### src/rtl/jtag_tap_pkg.sv
// Shared TAP definitions: 4-bit state encoding (1149.1 values), opcodes and the TMS next-state function.
package jtag_tap_pkg;

  typedef enum logic [3:0] {
    ST_EX2DR   = 4'h0,
    ST_EX1DR   = 4'h1,
    ST_SHDR    = 4'h2,
    ST_PAUSEDR = 4'h3,
    ST_SELIR   = 4'h4,
    ST_UPDDR   = 4'h5,
    ST_CAPDR   = 4'h6,
    ST_SELDR   = 4'h7,
    ST_EX2IR   = 4'h8,
    ST_EX1IR   = 4'h9,
    ST_SHIR    = 4'hA,
    ST_PAUSEIR = 4'hB,
    ST_RTI     = 4'hC,
    ST_UPDIR   = 4'hD,
    ST_CAPIR   = 4'hE,
    ST_TLR     = 4'hF
  } tap_state_e;

  localparam int unsigned OPC_IDCODE = 1;
  localparam int unsigned OPC_USER   = 2;
  // BYPASS is all ones at whatever IR width is used; truncate on use.
  localparam logic [31:0] OPC_BYPASS = 32'hFFFF_FFFF;

  function automatic tap_state_e tap_next(input tap_state_e s, input logic tms);
    tap_state_e n;
    case (s)
      ST_TLR:     n = tms ? ST_TLR   : ST_RTI;
      ST_RTI:     n = tms ? ST_SELDR : ST_RTI;
      ST_SELDR:   n = tms ? ST_SELIR : ST_CAPDR;
      ST_CAPDR:   n = tms ? ST_EX1DR : ST_SHDR;
      ST_SHDR:    n = tms ? ST_EX1DR : ST_SHDR;
      ST_EX1DR:   n = tms ? ST_UPDDR : ST_PAUSEDR;
      ST_PAUSEDR: n = tms ? ST_EX2DR : ST_PAUSEDR;
      ST_EX2DR:   n = tms ? ST_UPDDR : ST_SHDR;
      ST_UPDDR:   n = tms ? ST_SELDR : ST_RTI;
      ST_SELIR:   n = tms ? ST_TLR   : ST_CAPIR;
      ST_CAPIR:   n = tms ? ST_EX1IR : ST_SHIR;
      ST_SHIR:    n = tms ? ST_EX1IR : ST_SHIR;
      ST_EX1IR:   n = tms ? ST_UPDIR : ST_PAUSEIR;
      ST_PAUSEIR: n = tms ? ST_EX2IR : ST_PAUSEIR;
      ST_EX2IR:   n = tms ? ST_UPDIR : ST_SHIR;
      ST_UPDIR:   n = tms ? ST_SELDR : ST_RTI;
      default:    n = ST_TLR;
    endcase
    return n;
  endfunction

endpackage

### src/rtl/jtag_tap_sync.sv
// Brings TCK and its companion JTAG inputs into the CLK domain through identical flop chains
// and produces single-cycle TCK rise/fall pulses from the last two synchronized samples.
module jtag_tap_sync #(
  parameter int SYNC_STAGES = 2,
  parameter int DW          = 2
) (
  input  logic          clk,
  input  logic          srst,
  input  logic          tck_in,
  input  logic [DW-1:0] data_in,
  output logic [DW-1:0] data_out,
  output logic          tck_rise,
  output logic          tck_fall
);

  localparam int W = DW + 1;

  // Stage 0 is the newest sample; TCK rides in bit 0 so all inputs stay aligned.
  logic [SYNC_STAGES-1:0][W-1:0] chain_q, chain_d;
  logic tck_prev_q, tck_prev_d;
  logic tck_s;

  assign tck_s    = chain_q[SYNC_STAGES-1][0];
  assign data_out = chain_q[SYNC_STAGES-1][W-1:1];
  assign tck_rise = tck_s & ~tck_prev_q;
  assign tck_fall = ~tck_s & tck_prev_q;

  always_comb begin
    chain_d    = {chain_q[SYNC_STAGES-2:0], {data_in, tck_in}};
    tck_prev_d = tck_s;
  end

  always_ff @(posedge clk) begin
    if (srst) begin
      chain_q    <= '0;
      tck_prev_q <= 1'b0;
    end else begin
      chain_q    <= chain_d;
      tck_prev_q <= tck_prev_d;
    end
  end

endmodule

### src/rtl/jtag_tap_responder.sv
// Target-side JTAG TAP with IDCODE, BYPASS and an 8-bit USER register, oversampled on CLK.
// Optional macro JTAG_TAP_NTRST_EN adds an active-low nTRST input that holds the TAP in reset.
module jtag_tap_responder
  import jtag_tap_pkg::*;
#(
  parameter int          IR_LEN      = 4,
  parameter logic [31:0] IDCODE_VAL  = 32'h1BB5_0093,
  parameter int          SYNC_STAGES = 2
) (
  input  logic       CLK,
  input  logic       RST,
`ifdef JTAG_TAP_NTRST_EN
  input  logic       nTRST,
`endif
  input  logic       TCK,
  input  logic       TMS,
  input  logic       TDI,
  output logic       TDO,
  output logic       TDO_OE,
  output logic [3:0] TAP_STATE,
  input  logic [7:0] USER_CAPTURE_DATA,
  output logic [7:0] USER_UPDATE_DATA,
  output logic       USER_UPDATE_STB
);

`ifdef JTAG_TAP_NTRST_EN
  localparam int DW = 3;
`else
  localparam int DW = 2;
`endif

  logic [DW-1:0] sync_in, sync_out;
  logic tck_rise, tck_fall, tms_s, tdi_s;

`ifdef JTAG_TAP_NTRST_EN
  logic ntrst_s;
  assign sync_in = {nTRST, TDI, TMS};
  assign ntrst_s = sync_out[2];
`else
  assign sync_in = {TDI, TMS};
`endif
  assign tms_s = sync_out[0];
  assign tdi_s = sync_out[1];

  jtag_tap_sync #(.SYNC_STAGES(SYNC_STAGES), .DW(DW)) u_sync (
    .clk      (CLK),
    .srst     (RST),
    .tck_in   (TCK),
    .data_in  (sync_in),
    .data_out (sync_out),
    .tck_rise (tck_rise),
    .tck_fall (tck_fall)
  );

  tap_state_e        state_q, state_d;
  logic [IR_LEN-1:0] ir_q, ir_d, ir_sr_q, ir_sr_d;
  logic [31:0]       dr_sr_q, dr_sr_d;
  logic              tdo_q, tdo_d, tdo_oe_q, tdo_oe_d;
  logic [7:0]        user_data_q, user_data_d;
  logic              user_stb_q, user_stb_d;
  logic              is_idcode, is_user;
  logic [4:0]        dr_msb;

  // Any opcode other than IDCODE or USER falls through to BYPASS.
  assign is_idcode = (ir_q == IR_LEN'(OPC_IDCODE));
  assign is_user   = (ir_q == IR_LEN'(OPC_USER));
  assign dr_msb    = is_idcode ? 5'd31 : (is_user ? 5'd7 : 5'd0);

  always_comb begin
    state_d     = state_q;
    ir_d        = ir_q;
    ir_sr_d     = ir_sr_q;
    dr_sr_d     = dr_sr_q;
    tdo_d       = tdo_q;
    tdo_oe_d    = tdo_oe_q;
    user_data_d = user_data_q;
    user_stb_d  = 1'b0;

    if (tck_rise) begin
      case (state_q)
        ST_CAPIR: ir_sr_d = IR_LEN'(1);
        ST_SHIR:  ir_sr_d = {tdi_s, ir_sr_q[IR_LEN-1:1]};
        ST_CAPDR: dr_sr_d = is_idcode ? IDCODE_VAL :
                            (is_user ? {24'b0, USER_CAPTURE_DATA} : 32'b0);
        ST_SHDR: begin
          dr_sr_d         = dr_sr_q >> 1;
          dr_sr_d[dr_msb] = tdi_s;
        end
        default: ;
      endcase
      state_d = tap_next(state_q, tms_s);
    end

    if (tck_fall) begin
      tdo_oe_d = 1'b0;
      case (state_q)
        ST_SHIR: begin
          tdo_d    = ir_sr_q[0];
          tdo_oe_d = 1'b1;
        end
        ST_SHDR: begin
          tdo_d    = dr_sr_q[0];
          tdo_oe_d = 1'b1;
        end
        ST_UPDIR: ir_d = ir_sr_q;
        ST_UPDDR: begin
          if (is_user) begin
            user_data_d = dr_sr_q[7:0];
            user_stb_d  = 1'b1;
          end
        end
        default: ;
      endcase
    end

    if (state_q == ST_TLR) ir_d = IR_LEN'(OPC_IDCODE);

`ifdef JTAG_TAP_NTRST_EN
    if (!ntrst_s) begin
      state_d  = ST_TLR;
      ir_d     = IR_LEN'(OPC_IDCODE);
      tdo_oe_d = 1'b0;
    end
`endif
  end

  always_ff @(posedge CLK) begin
    if (RST) begin
      state_q     <= ST_TLR;
      ir_q        <= IR_LEN'(OPC_IDCODE);
      ir_sr_q     <= '0;
      dr_sr_q     <= '0;
      tdo_q       <= 1'b0;
      tdo_oe_q    <= 1'b0;
      user_data_q <= '0;
      user_stb_q  <= 1'b0;
    end else begin
      state_q     <= state_d;
      ir_q        <= ir_d;
      ir_sr_q     <= ir_sr_d;
      dr_sr_q     <= dr_sr_d;
      tdo_q       <= tdo_d;
      tdo_oe_q    <= tdo_oe_d;
      user_data_q <= user_data_d;
      user_stb_q  <= user_stb_d;
    end
  end

  assign TDO              = tdo_q;
  assign TDO_OE           = tdo_oe_q;
  assign TAP_STATE        = state_q;
  assign USER_UPDATE_DATA = user_data_q;
  assign USER_UPDATE_STB  = user_stb_q;

endmodule

### config.mk
export PLATFORM = sky130hd
export DESIGN_NAME = jtag_tap_responder
export DESIGN_NICKNAME = d
export VERILOG_FILES = /design/src/rtl/jtag_tap_pkg.sv /design/src/rtl/jtag_tap_sync.sv /design/src/rtl/jtag_tap_responder.sv
export SDC_FILE = /design/constraint.sdc
export NUM_CORES = 1
export LEC_CHECK = 0
export ABC_CLOCK_PERIOD_IN_PS = 1800
export CAP_MARGIN = 20
export CORE_ASPECT_RATIO = 0.5
export CORE_MARGIN = 2
export CORE_UTILIZATION = 55
export CTS_CLUSTER_SIZE = 10
export DETAILED_ROUTE_END_ITERATION = 16
export PLACE_DENSITY_LB_ADDON = 0.12
export SLEW_MARGIN = 0
export SYNTH_ARGS = -nofsm -noshare
export SYNTH_HDL_FRONTEND = slang
export SYNTH_SLANG_ARGS = --single-unit
export TNS_END_PERCENT = 50
### constraint.sdc
create_clock -name CLK -period 1.8 [get_ports CLK]
set_input_delay 0.36 -clock CLK [delete_from_list [all_inputs] [get_ports CLK]]
set_output_delay 0.36 -clock CLK [all_outputs]
set_load 0.03 [all_outputs]
==> results of run 1 <==
sequential cells by signal, summed over array words and instances (netlist names):
| register | cells |
|---|---|
| USER_UPDATE_STB | 1 |
| u_sync.chain_q | 1 |
| u_sync.chain_d | 3 |
| dr_sr_q | 32 |
| TDO | 1 |
| TDO_OE | 1 |
| ir_q | 4 |
| ir_sr_q | 4 |
| u_sync.data_out | 2 |
| TAP_STATE | 4 |
| u_sync.tck_prev_q | 1 |
| USER_UPDATE_DATA | 8 |
cells in the final DEF (no fill, tap or decap), drive strengths merged, types with 2 or more instances in the layout:
cell type / netlist / layout
dfxtp: 62 / 62
nor2: 32 / 32
a21oi: 30 / 30
nand2: 22 / 22
clkdlybuf4s50: 0 / 22
nand3b: 18 / 18
nor3: 18 / 18
mux2i: 14 / 14
buf: 13 / 14
clkbuf: 11 / 12
nor2b: 11 / 11
a211oi: 6 / 6
o21ai: 5 / 5
a221oi: 5 / 5
nand2b: 5 / 5
nand3: 5 / 5
a2111oi: 4 / 4
nor4b: 3 / 3
clkinv: 0 / 3
or3b: 3 / 3
mux2: 2 / 2
dlygate4sd2: 0 / 2
nand4b: 2 / 2
power by group:
group          internal (mW)  total (mW)  switching (mW)
Sequential              1.38        1.40          0.0184
Clock                  0.708        1.22           0.510
Combinational         0.0709       0.146          0.0747
Total                   2.16        2.77           0.603
cell families (layout without fill, tap and decap cells):
family | Yosys count | in the layout | share of synthesized area
AO/OA/AOI/OAI | 58 | 58 | 0.141
XOR/XNOR | 1 | 1 | 0.00331
buffers and inverters | 24 | 54 | 0.0468
flip-flops | 62 | 62 | 0.469
multiplexers | 16 | 16 | 0.0614
AND/OR/NAND/NOR | 124 | 124 | 0.278
final cells by class:
cell class,count,area (sq um),area share
clock inverter,4,45.0,0.0141
clock buffer,12,155,0.0486
sequential,62,1240,0.390
timing repair buffer,38,365,0.115
multi-input combinational,199,1300,0.407
tap,66,82.6,0.0259
worst max-delay path by stage:
stage | from | slack (ns) | endpoint
finish | USER_UPDATE_DATA[1]$_SDFFE_PP0P_ | 0.08 | USER_UPDATE_DATA[1]
CTS | USER_UPDATE_DATA[1]$_SDFFE_PP0P_ | 0.07 | USER_UPDATE_DATA[1]
global placement | USER_CAPTURE_DATA[1] | 0.06 | dr_sr_q[1]$_SDFFE_PP0P_
floorplan | TAP_STATE[1]$_SDFFE_PP1P_ | 0.09 | dr_sr_q[4]$_SDFFE_PP0P_
detailed placement | USER_CAPTURE_DATA[0] | 0.0006 | dr_sr_q[0]$_SDFFE_PP0P_
global route | USER_UPDATE_DATA[1]$_SDFFE_PP0P_ | 0.03 | USER_UPDATE_DATA[1]
per-layer routing:
| metal | global-route usage | share of wire | vias to the layer above |
|---|---|---|---|
| met2 | 0.352 | 0.46 | 46 |
| li1 | - | - | 1060 |
| met3 | 0.0727 | 0.052 | 6 |
| met5 | 0 | 0 | - |
| met4 | 0.0867 | 0.011 | 0 |
| met1 | 0.270 | 0.48 | 1002 |
timing repair:
item,CTS,global route
buffers inserted,0,0
endpoints found under the setup margin,2,7
gates resized for setup,2,3
==> results_dict.tcl, run 1 <==
set metrics [dict create \
    clkSlewWorstSetupHoldPaths_ns 0.06 \
    kind_of_cell_with_the_highest_combined_delay_on_the_critical_path "buffers and inverters" \
    clkLatencyLatePin_ns 0.33 \
    ys_seq_area_frac 0.469 \
    worstPathCellList "clkdlybuf4s50_1" \
    layout.cells.non_filler 381 \
    logic_depth_of_the_worst_path_buffers_included 1 \
    netlist_area_before_placement_sq_um 2650 \
    synthFlopType "sky130_fd_sc_hd__dfxtp_1" \
    n_antenna_cell 0 \
    final-max-slew-violation-count 0 \
    drt_wl_total_microns 5460 \
    top_level_port_count 28 \
    final-hold-violation-count 0 \
    worst-path-max-fanout 2 \
    globalRoute.totalOverflow 0 \
    die_area_sq_um 5420 \
    cts_tree "built" \
    slowest_stage "sky130_fd_sc_hd__clkdlybuf4s50_1" \
    r2r_setup_slack_ns 0.11 \
    cap_viol_max_count 0 \
    postSynthRegisterBits 62 \
    routedWlPerCell_microns 14.3 \
    design_power_total_mw 2.77 \
    postLayoutCoreUtil 0.707 \
    yosysTopAreaCellShare 0.469 \
    cts-root-buf "sky130_fd_sc_hd__clkbuf_8" \
    clock.fmax_mhz 581 \
    synth_top_cell_by_area "sky130_fd_sc_hd__dfxtp_1" \
    final.setup.tns_ns 0 \
    dp_cells 365 \
    clk_path_buf_depth 2 \
    asyncSetResetFlopFracSynth 0 \
    hold_start "u_sync.chain_d[4]$_SDFF_PP0_" \
    synth.net_count 298 \
    worst_hold_slack_across_all_endpoints_ns 0.436 \
    min_period_ns 1.72 \
    globalplace.congestion 0.790 \
    first_global_vias 1982 \
    drt-vias-per-instance 5.55 \
    crit_arrival_ns 1.36 \
    dieHeight_microns 53.1 \
    post_synth_num_cell_types 46 \
    synth_edf_count 0 \
    dpl-instance-area_sq_um 2980 \
    drive_above_1_share 0.143 \
    number_of_hold_buffers_added_after_cts 0 \
    skew_ns 0.00609 \
    critical-path-max-stage-delay_ns 0.68 \
    final_cell_area_sq_um 3190 \
    cellLeakagePower_nw 1.20 \
    power_density_nw_per_um2 867 \
    layout_net_count 323 \
    synth_commonest_cells "sky130_fd_sc_hd__dfxtp_1 (62), sky130_fd_sc_hd__nor2_1 (32), sky130_fd_sc_hd__a21oi_1 (30), sky130_fd_sc_hd__nand2_1 (22), sky130_fd_sc_hd__nand3b_1 (18)" \
    synth-warning-count 0 \
    postSynthCellCount 285 \
    status "finished, final reports clean" \
    crit-reg2reg-launch "TAP_STATE[1]$_SDFFE_PP1P_" \
    post-route-period-util 0.957 \
    worstSetupStartpointType "register" \
    fp.coreArea_sq_um 4510 \
    r2r.worst_path.cells 5 \
    grt_pass1_wl_microns 8800 \
    maxSlewHeadroom 0.650 \
    rsz0062_at_grt "false" \
    ys_top_cells_by_area "sky130_fd_sc_hd__dfxtp_1 (47%), sky130_fd_sc_hd__a21oi_1 (5.7%), sky130_fd_sc_hd__mux2i_1 (5.3%)" \
    ant_nets 0 \
    worstPathBufferInverterCount 1 \
    drt_iter0_markers 75 \
    global_route.usage.total 0.217 \
    cts-buffers-inserted 9 \
    buffer_ports.inserted 27 \
    critical_path.endpoint_type "output pin" \
    tritoncts_num_sinks 62 \
    timing_worst_slew_pin_value_ns 0.526 \
    initial_standard_cell_utilization_of_the_core 0.587 \
    detail_route.first_pass.iterations 4 \
    min_path_type "register to register" \
    row_count 17 \
    post-synth-top-count-cell "sky130_fd_sc_hd__dfxtp_1" \
    drcViolationCount 0 \
    timing.setup.critical_path_class "register to output pin" \
    fin_ws_ns 0.0777 \
    preCtsSetupSlack_ns 0.000634 \
    r2r_end "dr_sr_q[2]$_SDFFE_PP0P_" \
    num_vias 2114 \
    area_delta_synth_final_pct 20.5 \
    htree_levels 3 \
    antenna_found_initial 0 \
    min_delay_endpoint "u_sync.data_out[0]$_SDFF_PP0_" \
    required_time_of_the_critical_path_ns 1.44 \
    place_hpwl_microns 3580 \
    avgSynthCellArea_sq_um 9.29 \
    ir_worst_vdd_mv 0.464 \
    report.final.setup_viol 0 \
    grt_start_max_net_pins 34 \
    nFillCells 370 \
    fp.dieW_microns 102 \
    whs_path_depth 1 \
]
(Power assumes the default switching activity.)
==> run 2, diff against run 1 <==
Settings changed: ABC_AREA set to 0, PLACE_DENSITY set to 0.87, PLACE_DENSITY_LB_ADDON 0.12 to not set.
==> results_dict.tcl, run 2 (synthesized netlist as in run 1, its figures left out) <==
set metrics [dict create \
    globalRoute.totalOverflow 0 \
    timing.setup.critical_path_class "register to output pin" \
    number_of_hold_buffers_added_after_cts 0 \
    layout_net_count 325 \
    ant_nets 0 \
    hold_start "u_sync.chain_d[4]$_SDFF_PP0_" \
    clk_path_buf_depth 2 \
    crit-reg2reg-launch "TAP_STATE[2]$_SDFFE_PP1P_" \
    fin_ws_ns 0.0733 \
    clkSlewWorstSetupHoldPaths_ns 0.06 \
    row_count 17 \
    worstSetupStartpointType "register" \
    drive_above_1_share 0.139 \
    kind_of_cell_with_the_highest_combined_delay_on_the_critical_path "buffers and inverters" \
    fp.coreArea_sq_um 4510 \
    routedWlPerCell_microns 14.5 \
    dieHeight_microns 53.1 \
    r2r_end "USER_UPDATE_DATA[3]$_SDFFE_PP0P_" \
    min_delay_endpoint "u_sync.data_out[0]$_SDFF_PP0_" \
    grt_pass1_wl_microns 9160 \
    commonest_cells_after_routing_fill_and_taps_aside "sky130_fd_sc_hd__dfxtp_1 (62), sky130_fd_sc_hd__nor2_1 (32), sky130_fd_sc_hd__a21oi_1 (30), sky130_fd_sc_hd__nand2_1 (22), sky130_fd_sc_hd__clkdlybuf4s50_1 (22)" \
    final-hold-violation-count 0 \
    required_time_of_the_critical_path_ns 1.44 \
    status "finished, final reports clean" \
    min_period_ns 1.73 \
    regMostFlops "dr_sr_q" \
    crit_arrival_ns 1.37 \
    critical_path.endpoint_type "output pin" \
    clock.fmax_mhz 579 \
    drt-vias-per-instance 5.68 \
    maxSlewHeadroom 0.671 \
    num_vias 2176 \
    report.final.setup_viol 0 \
    tritoncts_num_sinks 62 \
    ir_worst_vdd_mv 0.418 \
    rsz0062_at_grt "false" \
    cts-buffers-inserted 9 \
    grt_start_max_net_pins 28 \
    fp.dieW_microns 102 \
    area_delta_synth_final_pct 20.7 \
    skew_ns 0.00392 \
    cts_tree "built" \
    preCtsSetupSlack_ns 0.112 \
    whs_path_depth 1 \
    layout.cells.most_common "sky130_fd_sc_hd__dfxtp_1" \
    slowest_stage "sky130_fd_sc_hd__clkdlybuf4s50_1" \
    detail_route.first_pass.iterations 6 \
    r2r.worst_path.cells 4 \
    register_area_sq_um 1240 \
    antenna_found_initial 0 \
    cellLeakagePower_nw 1.19 \
    first_global_vias 1993 \
    top_level_port_count 28 \
    drcViolationCount 0 \
    worstPathCellList "clkdlybuf4s50_1" \
    n_antenna_cell 0 \
    globalplace.congestion 0.861 \
    place_hpwl_microns 3580 \
    power_density_nw_per_um2 900 \
    worstPathBufferInverterCount 1 \
    critical-path-max-stage-delay_ns 0.69 \
    drt_iter0_markers 134 \
    nFillCells 334 \
    die_area_sq_um 5420 \
    buffer_ports.inserted 27 \
    largest_reg_flops 32 \
    cts-root-buf "sky130_fd_sc_hd__clkbuf_8" \
    min_path_type "register to register" \
    timing_worst_slew_pin_value_ns 0.494 \
    post-route-period-util 0.959 \
    area_occupied_by_multi_input_gates_sq_um 1290 \
    worst-path-max-fanout 2 \
    final-max-slew-violation-count 0 \
    cap_viol_max_count 0 \
    clkLatencyLatePin_ns 0.34 \
    drt_wl_total_microns 5550 \
    final.setup.tns_ns 0 \
    global_route.usage.total 0.227 \
    initial_standard_cell_utilization_of_the_core 0.587 \
    r2r_setup_slack_ns 0.13 \
    htree_levels 3 \
]
==> run 2: layout make-up <==
type	instances	area share
multi-input combinational	199	0.403
clock inverter	4	0.0219
tap	66	0.0258
timing repair buffer	40	0.115
sequential	62	0.388
clock buffer	12	0.0454
==> run 2: timing repair <==
action / in CTS / in global routing
setup buffers: 0 / 0
resized for setup: 2 / 0
setup endpoints to repair: 2 / 0
==> run 2: worst max-delay path by stage <==
stage                                   start                      end  slack, ns  depth (start not counted)
floorplan           TAP_STATE[1]$_SDFFE_PP1P_  dr_sr_q[4]$_SDFFE_PP0P_       0.09                          6
global placement         USER_CAPTURE_DATA[0]  dr_sr_q[0]$_SDFFE_PP0P_        0.1                          5
detailed placement       USER_CAPTURE_DATA[0]  dr_sr_q[0]$_SDFFE_PP0P_       0.11                          5
CTS                       TDO_OE$_SDFFE_PP0P_                   TDO_OE       0.07                          1
global route        TAP_STATE[0]$_SDFFE_PP1P_             TAP_STATE[0]       0.02                          1
finish                    TDO_OE$_SDFFE_PP0P_                   TDO_OE       0.07                          1
==> run 2: power by group <==
| group | internal [mW] | total [mW] | leakage [nW] | switching, mW |
|---|---|---|---|---|
| logic | 0.0736 | 0.147 | 0.581 | 0.0733 |
| registers | 1.38 | 1.40 | 0.501 | 0.0202 |
| clock network | 0.813 | 1.33 | 0.110 | 0.513 |
| total | 2.27 | 2.88 | 1.19 | 0.606 |
==> run 2: routing by layer <==
metal / GRT usage / wire [microns] / vias to the layer above
met4: 0.0600 / 52 / 0
li1: - / - / 1069
met5: 0 / 0 / -
met1: 0.269 / 2510 / 1048
met2: 0.393 / 2690 / 54
met3: 0.0872 / 294 / 5
==> run 2: through the flow <==
step	hold WS, ns	instances	total power [mW]	cell area [sq um]	utilization
final	0.438	383	2.88	3200	0.709
after global routing	0.456	383	2.97	3200	0.709
after CTS	0.444	383	2.90	3200	0.709
after detailed placement	0.433	367	1.58	2980	0.661
after global placement	0.417	367	1.58	2980	0.661
after floorplan	0.414	285	1.52	2650	-
